**src/rtl/pulse_pkg.sv**
```systemverilog
// Shared pulse generator / measurement types.
// FSM state encoding and synchronizer depth.
package pulse_pkg;

  localparam int SYNC_STAGES = 2;

  typedef enum logic [2:0] {
    ST_IDLE,
    ST_WAIT,
    ST_ACTIVE,
    ST_INACTIVE,
    ST_ERR
  } state_t;

endpackage

```
**src/rtl/pulse_edge.sv**
```systemverilog
// Synchronizes cki into clk, keeps a hold-able edge register and decodes
// active/inactive edges relative to the idle level v1_i.
module pulse_edge
  import pulse_pkg::*;
(
  input  logic clk_i,
  input  logic rst_i,
  input  logic cki_i,
  input  logic v1_i,
  input  logic hold_i,
  output logic s_o,
  output logic act_o,
  output logic inact_o
);

  logic [SYNC_STAGES-1:0] sync_q;
  logic                   s_d_q;

  always_ff @(posedge clk_i) begin
    if (rst_i) begin
      sync_q <= '0;
      s_d_q  <= 1'b0;
    end else begin
      sync_q <= {sync_q[SYNC_STAGES-2:0], cki_i};
      // Holding s_d lets an edge that happens during halt
      // show up on the first unhalted cycle.
      if (!hold_i) s_d_q <= sync_q[SYNC_STAGES-1];
    end
  end

  assign s_o     = sync_q[SYNC_STAGES-1];
  assign act_o   = (s_d_q == v1_i) && (s_o != v1_i);
  assign inact_o = (s_d_q != v1_i) && (s_o == v1_i);

endmodule

```
**src/rtl/pulse_meas.sv**
```systemverilog
// Pulse measurement receiver: delay from arm, active width, period.
// Ports: clk/rst, setb arm, v1 idle level, halt/haltena, cki in;
// td/pw/period/cnt/cycle results, rise/fall/valid strobes, err.
module pulse_meas
  import pulse_pkg::*;
#(
  parameter int MSB      = 7,
  parameter int CYCLEMSB = 3
) (
  input  logic              clk,
  input  logic              rst,
  input  logic              setb,
  input  logic              v1,
  input  logic              halt,
  input  logic              haltena,
  input  logic              cki,
  output logic [MSB:0]      td,
  output logic [MSB:0]      pw,
  output logic [MSB:0]      period,
  output logic [MSB:0]      cnt,
  output logic [CYCLEMSB:0] cycle,
  output logic              rise,
  output logic              fall,
  output logic              valid,
  output logic              err
);

  localparam logic [MSB:0] ONE = (MSB+1)'(1);
  localparam logic [MSB:0] MAX = '1;
  localparam logic [CYCLEMSB:0] C1 = (CYCLEMSB+1)'(1);

  state_t state_q, state_d;
  logic [MSB:0] td_q, td_d, pw_q, pw_d;
  logic [MSB:0] per_q, per_d;
  logic [MSB:0] cnt_q, cnt_d, ph_q, ph_d;
  logic [MSB:0] cnt_inc, ph_inc;
  logic [CYCLEMSB:0] cyc_q, cyc_d;
  logic err_q, err_d, val_q, val_d;
  logic frz, s, act, inact;

  assign frz = halt && haltena;

  pulse_edge u_edge (
    .clk_i   (clk),
    .rst_i   (rst),
    .cki_i   (cki),
    .v1_i    (v1),
    .hold_i  (frz),
    .s_o     (s),
    .act_o   (act),
    .inact_o (inact)
  );

  // cnt never wraps; ph stops short of wrap via err.
  assign cnt_inc = (cnt_q == MAX) ? cnt_q : cnt_q + ONE;
  assign ph_inc  = ph_q + ONE;

  always_comb begin
    state_d = state_q;
    td_d    = td_q;
    pw_d    = pw_q;
    per_d   = per_q;
    cnt_d   = cnt_q;
    ph_d    = ph_q;
    cyc_d   = cyc_q;
    err_d   = err_q;
    val_d   = 1'b0;
    if (!setb) begin
      state_d = ST_IDLE;
      cnt_d   = '0;
      ph_d    = '0;
      cyc_d   = '0;
      err_d   = 1'b0;
    end else if (!frz) begin
      unique case (state_q)
        ST_IDLE, ST_WAIT: begin
          state_d = ST_WAIT;
          cnt_d   = cnt_inc;
          if (act) begin
            td_d    = cnt_q;
            ph_d    = ONE;
            state_d = ST_ACTIVE;
          end else if (cnt_inc == MAX) begin
            err_d   = 1'b1;
            state_d = ST_ERR;
          end
        end
        ST_ACTIVE: begin
          cnt_d = cnt_inc;
          ph_d  = ph_inc;
          if (inact) begin
            pw_d    = ph_q;
            state_d = ST_INACTIVE;
          end else if (ph_inc == MAX) begin
            err_d   = 1'b1;
            state_d = ST_ERR;
          end
        end
        ST_INACTIVE: begin
          cnt_d = cnt_inc;
          if (act) begin
            per_d   = ph_q;
            ph_d    = ONE;
            cyc_d   = cyc_q + C1;
            val_d   = 1'b1;
            state_d = ST_ACTIVE;
          end else begin
            ph_d = ph_inc;
            if (ph_inc == MAX) begin
              err_d   = 1'b1;
              state_d = ST_ERR;
            end
          end
        end
        ST_ERR: ;
        default: state_d = ST_IDLE;
      endcase
    end
  end

  always_ff @(posedge clk) begin
    if (rst) begin
      state_q <= ST_IDLE;
      td_q    <= '0;
      pw_q    <= '0;
      per_q   <= '0;
      cnt_q   <= '0;
      ph_q    <= '0;
      cyc_q   <= '0;
      err_q   <= 1'b0;
      val_q   <= 1'b0;
    end else begin
      state_q <= state_d;
      td_q    <= td_d;
      pw_q    <= pw_d;
      per_q   <= per_d;
      cnt_q   <= cnt_d;
      ph_q    <= ph_d;
      cyc_q   <= cyc_d;
      err_q   <= err_d;
      val_q   <= val_d;
    end
  end

  logic live;
  assign live = setb && (state_q != ST_ERR) && !frz;

  assign rise   = live && act;
  assign fall   = live && inact;
  assign td     = td_q;
  assign pw     = pw_q;
  assign period = per_q;
  assign cnt    = cnt_q;
  assign cycle  = cyc_q;
  assign valid  = val_q;
  assign err    = err_q;

  logic unused;
  assign unused = s;

endmodule
```
**config.mk**
```make
export PLATFORM = sky130hd
export DESIGN_NAME = pulse_meas
export DESIGN_NICKNAME = d
export VERILOG_FILES = /design/src/rtl/pulse_pkg.sv /design/src/rtl/pulse_edge.sv /design/src/rtl/pulse_meas.sv
export SDC_FILE = /design/constraint.sdc
export NUM_CORES = 1
export LEC_CHECK = 0
export ABC_AREA = 1
export BUFFER_PORTS_ARGS = -buffer_cell sky130_fd_sc_hd__buf_2
export CAP_MARGIN = 20
export CELL_PAD_IN_SITES_DETAIL_PLACEMENT = 1
export CELL_PAD_IN_SITES_GLOBAL_PLACEMENT = 1
export CORE_ASPECT_RATIO = 1.2
export CORE_MARGIN = 4
export CORE_UTILIZATION = 35
export DETAILED_ROUTE_END_ITERATION = 7
export PLACE_DENSITY = 0.81
export SLEW_MARGIN = 10
export SYNTH_ARGS = -nofsm -noshare
export SYNTH_HDL_FRONTEND = slang
export SYNTH_SLANG_ARGS = --single-unit
```
**constraint.sdc**
```tcl
create_clock -name clk -period 2.15 [get_ports clk]
set_input_delay 0.1075 -clock clk [delete_from_list [all_inputs] [get_ports clk]]
set_output_delay 0.1075 -clock clk [all_outputs]
set_load 0.01 [all_outputs]
```
==> run_results.csv <==
group,metric,value,unit
status,status,"complete, no violations",
route,antenna_left,0,
worst_setup_path,path_depth,9,
worst_setup_path,r2r-start,"state_q[1]",
die,die_area,8500,µm²
worst_setup_path,crit_start,"state_q[1]",
route,drt-initial-drc-count,96,
sta,finalCritPeriodShare,85.1,%
sta,setup-violations-final,0,
worst_setup_path,critPathRequiredTime,2.36,ns
cts,cts_buffers,5,
cts,insertion_delay,0.32,ns
logic_synthesis,yosysTopAreaCell,"dfxtp_1",
route,dr.pass1.iters,4,
sta,setup_tns,0,ns
logic_synthesis,synth_top_area_share,42.0,%
pwr,power_density,605,nW/µm²
logic_synthesis,syn_area,2480,µm²
die,initial_utilization,36.2,%
min_path,hold_class,"in2reg",
sta,tightest_slew,0.736,ns
sta,relSlewSlack,50.9,%
cts,cts-htree-levels,2,
logic_synthesis,ys_warn_count,0,
pwr,total_power,1.76,mW
layout,drive_above_1_share,19.1,%
worst_setup_path,path_cells,"inv_1 -> nor2_1 -> inv_1 -> nor2_1 -> nand2_1 -> nor2_4 -> inv_2 -> nor2_1 -> nor2_1",
worst_setup_path,critPathCaptureType,"flop",
worst_setup_path,r2r_slack,0.32,ns
logic_synthesis,synthTopCellsByArea,"dfxtp_1 (42%), nand2_1 (11%), a21oi_1 (8.1%)",
grt,grt_usage,16.5,%
cts,cts_tree,"yes",
worst_setup_path,critPathBufInv,3,
pwr,p_leak,1.38,nW
die,rows,33,
sta,fin_worst_skew,0.0170,ns
sta,max_freq,0.546,GHz
route,vias,2450,
sta,timing.final.max_slew_violations,0,
worst_setup_path,cp-endpoint,"period[1]",
logic_synthesis,syn_inst,361,
route,wl_per_cell,13.2,µm
cts,clkSinkCount,52,
route,drc_errors,0,
logic_synthesis,ys_seq_area_share,42.0,%
worst_setup_path,slowest_delay,0.45,ns
grt,antenna_found_initial,0,
route,wl,6600,µm
grt,gr-total-overflow,0,
placed_design,dpl.hpwl,5070,µm
layout,antenna_cells,0,
grt,grt_max_degree,26,
die,core-area,6850,µm²
die,die_h,100,µm
grt,grt_pass1_wl,11500,µm
worst_setup_path,worst-setup-path-type,"reg2reg",
job,maxCapViolations,0,
layout,syn2layout_area_growth,17.6,%
worst_setup_path,reg2regPathDepth,9,
worst_setup_path,slowest_stage,"dfxtp_1",
logic_synthesis,avgSynthCellArea,6.87,µm²
layout,final_area,2910,µm²
layout,fillers,946,
layout,nets,423,
worst_setup_path,arrival,2.04,ns
pwr,ir_drop,0.000334,V
cts,clkTransAtPathRegs,0.10,ns
cts,cts_buffer_depth,2,
placed_design,placed_area,2810,µm²
cts,cts_setup_buffers,0,
worst_setup_path,crit_family,"simple AND/OR/NAND/NOR gates",
sta,rsz0062_at_grt,"no",
logic_synthesis,synth_fp_nets,372,
placed_design,gp_congestion,0.843,
logic_synthesis,ys_seq_elements,52,
cts,cts_root_buf,"clkbuf_8",
worst_setup_path,crit_path_start_kind,"flop",
placed_design,numPortBuffers,46,
worst_setup_path,timing.rr.end,"period[1]",
sta,layout_min_cycle_time,1.83,ns
worst_setup_path,crit_top_cell,"nor2_1",
route,vias_per_cell,4.90,
worst_setup_path,crit_fanout,15,
die,io-pin-count,47,
layout,final_util,42.5,%
grt,grt_pass1_vias,2484,
sta,hold_viol,0,
logic_synthesis,synth_cell_types,28,
die,fp.dieW,84.8,µm
## synth_stat cells
library cell and number:
ha_1 4, and2_1 1, nor2_2 5, clkbuf_1 4
nand3_1 20, nand4_1 3, dfxtp_1 52, inv_1 40
xor2_1 3, buf_2 1, nor2_8 1, xnor2_1 1
inv_2 11, or2_1 2, buf_6 1, clkinv_1 2
a21boi_1 1, and3_1 1, a21oi_1 40, o21ai_1 29
o21bai_1 1, nor2_1 48, nor3_1 3, nor2_4 3
buf_4 1, o21ai_0 12, nand2_1 70, a211oi_1 1
## state kept, by name, summed over array words and instances (netlist names)
register	cells
valid	1
td	8
cnt	8
cycle	4
u_edge.sync_q	2
pw	8
state_q	3
err	1
ph_q	8
u_edge.s_d_q	1
period	8
## report_power, final
part	switching (mW)	leakage, nW	internal, mW
logic	0.113	0.914	0.0565
registers	0.0166	0.422	0.983
clock network	0.356	0.0452	0.238
## layer usage
layer	GRT usage, %	vias to the layer above	wire length, µm
met4	4.99	0	77
met5	0	-	0
met2	30.3	33	3420
met3	2.71	7	184
met1	19.6	1149	2920
li1	-	1261	-
## layout by cell type (no fill, tap or decap)
cell type and count:
buf_2 46, nor2_8 1, o21ai_0 12, a211oi_1 1, nand2_1 70, clkinvlp_4 1
clkinv_1 2, inv_6 2, dlygate4sd3_1 1, nand3_1 20, inv_1 40, or2_1 2
dfxtp_2 1, a21boi_1 1, nor2_1 48, nor2_4 3, nand4_1 3, inv_2 11
a21oi_1 40, and2_1 1, o21bai_1 1, dfxtp_1 51, nor3_1 3, xnor2_1 1
buf_4 4, xor2_1 3, o21ai_1 29, and3_1 1, ha_1 4, clkbuf_8 5
nor2_2 5
## worst min path at each step
stage,from,endpoint,cells after the start,slack [ns]
final,rst,valid,2,0.008
after floorplan,rst,u_edge.sync_q[0],1,0.18
after detailed placement,cki,u_edge.sync_q[0],3,0.33
after global routing,rst,u_edge.sync_q[1],2,0.01
after global placement,cki,u_edge.sync_q[0],3,0.31
after CTS,rst,valid,2,0.002
## what timing repair did
action,CTS,global route
hold endpoints to repair,1,0
setup endpoints to repair,0,1
hold buffers,1,0
gates resized for setup,0,1
## cell families after synthesis
group                      synth area share (%)
and+or+nand+nor                            27.7
adders and majority gates                  2.02
DFF                                        42.0
AOI/OAI and AO/OA                          17.3
xor gates and xnor gates                   1.41
buffers and inverters                      9.59
## cell type report
class	count	area [µm²]	area share, %
Multi-Input combinational cell	249	1200	41.2
Clock inverter	3	25.0	0.859
Sequential cell	52	1040	35.8
Timing Repair Buffer	51	270	9.27
Clock buffer	5	68.8	2.36
Inverter	53	199	6.83
Tap cell	87	109	3.74
## stage by stage
stage | setup WS (ns) | hold slack [ns] | instances
2_1_floorplan | 0.479 | 0.179 | 361
3_3_place_gp | 0.339 | 0.305 | 491
3_5_place_dp | 0.274 | 0.325 | 491
4_1_cts | 0.251 | 0.00167 | 500
5_1_grt | 0.0518 | 0.0134 | 500
6_report | 0.320 | 0.00789 | 500
Power figures use the tool's default switching activity.
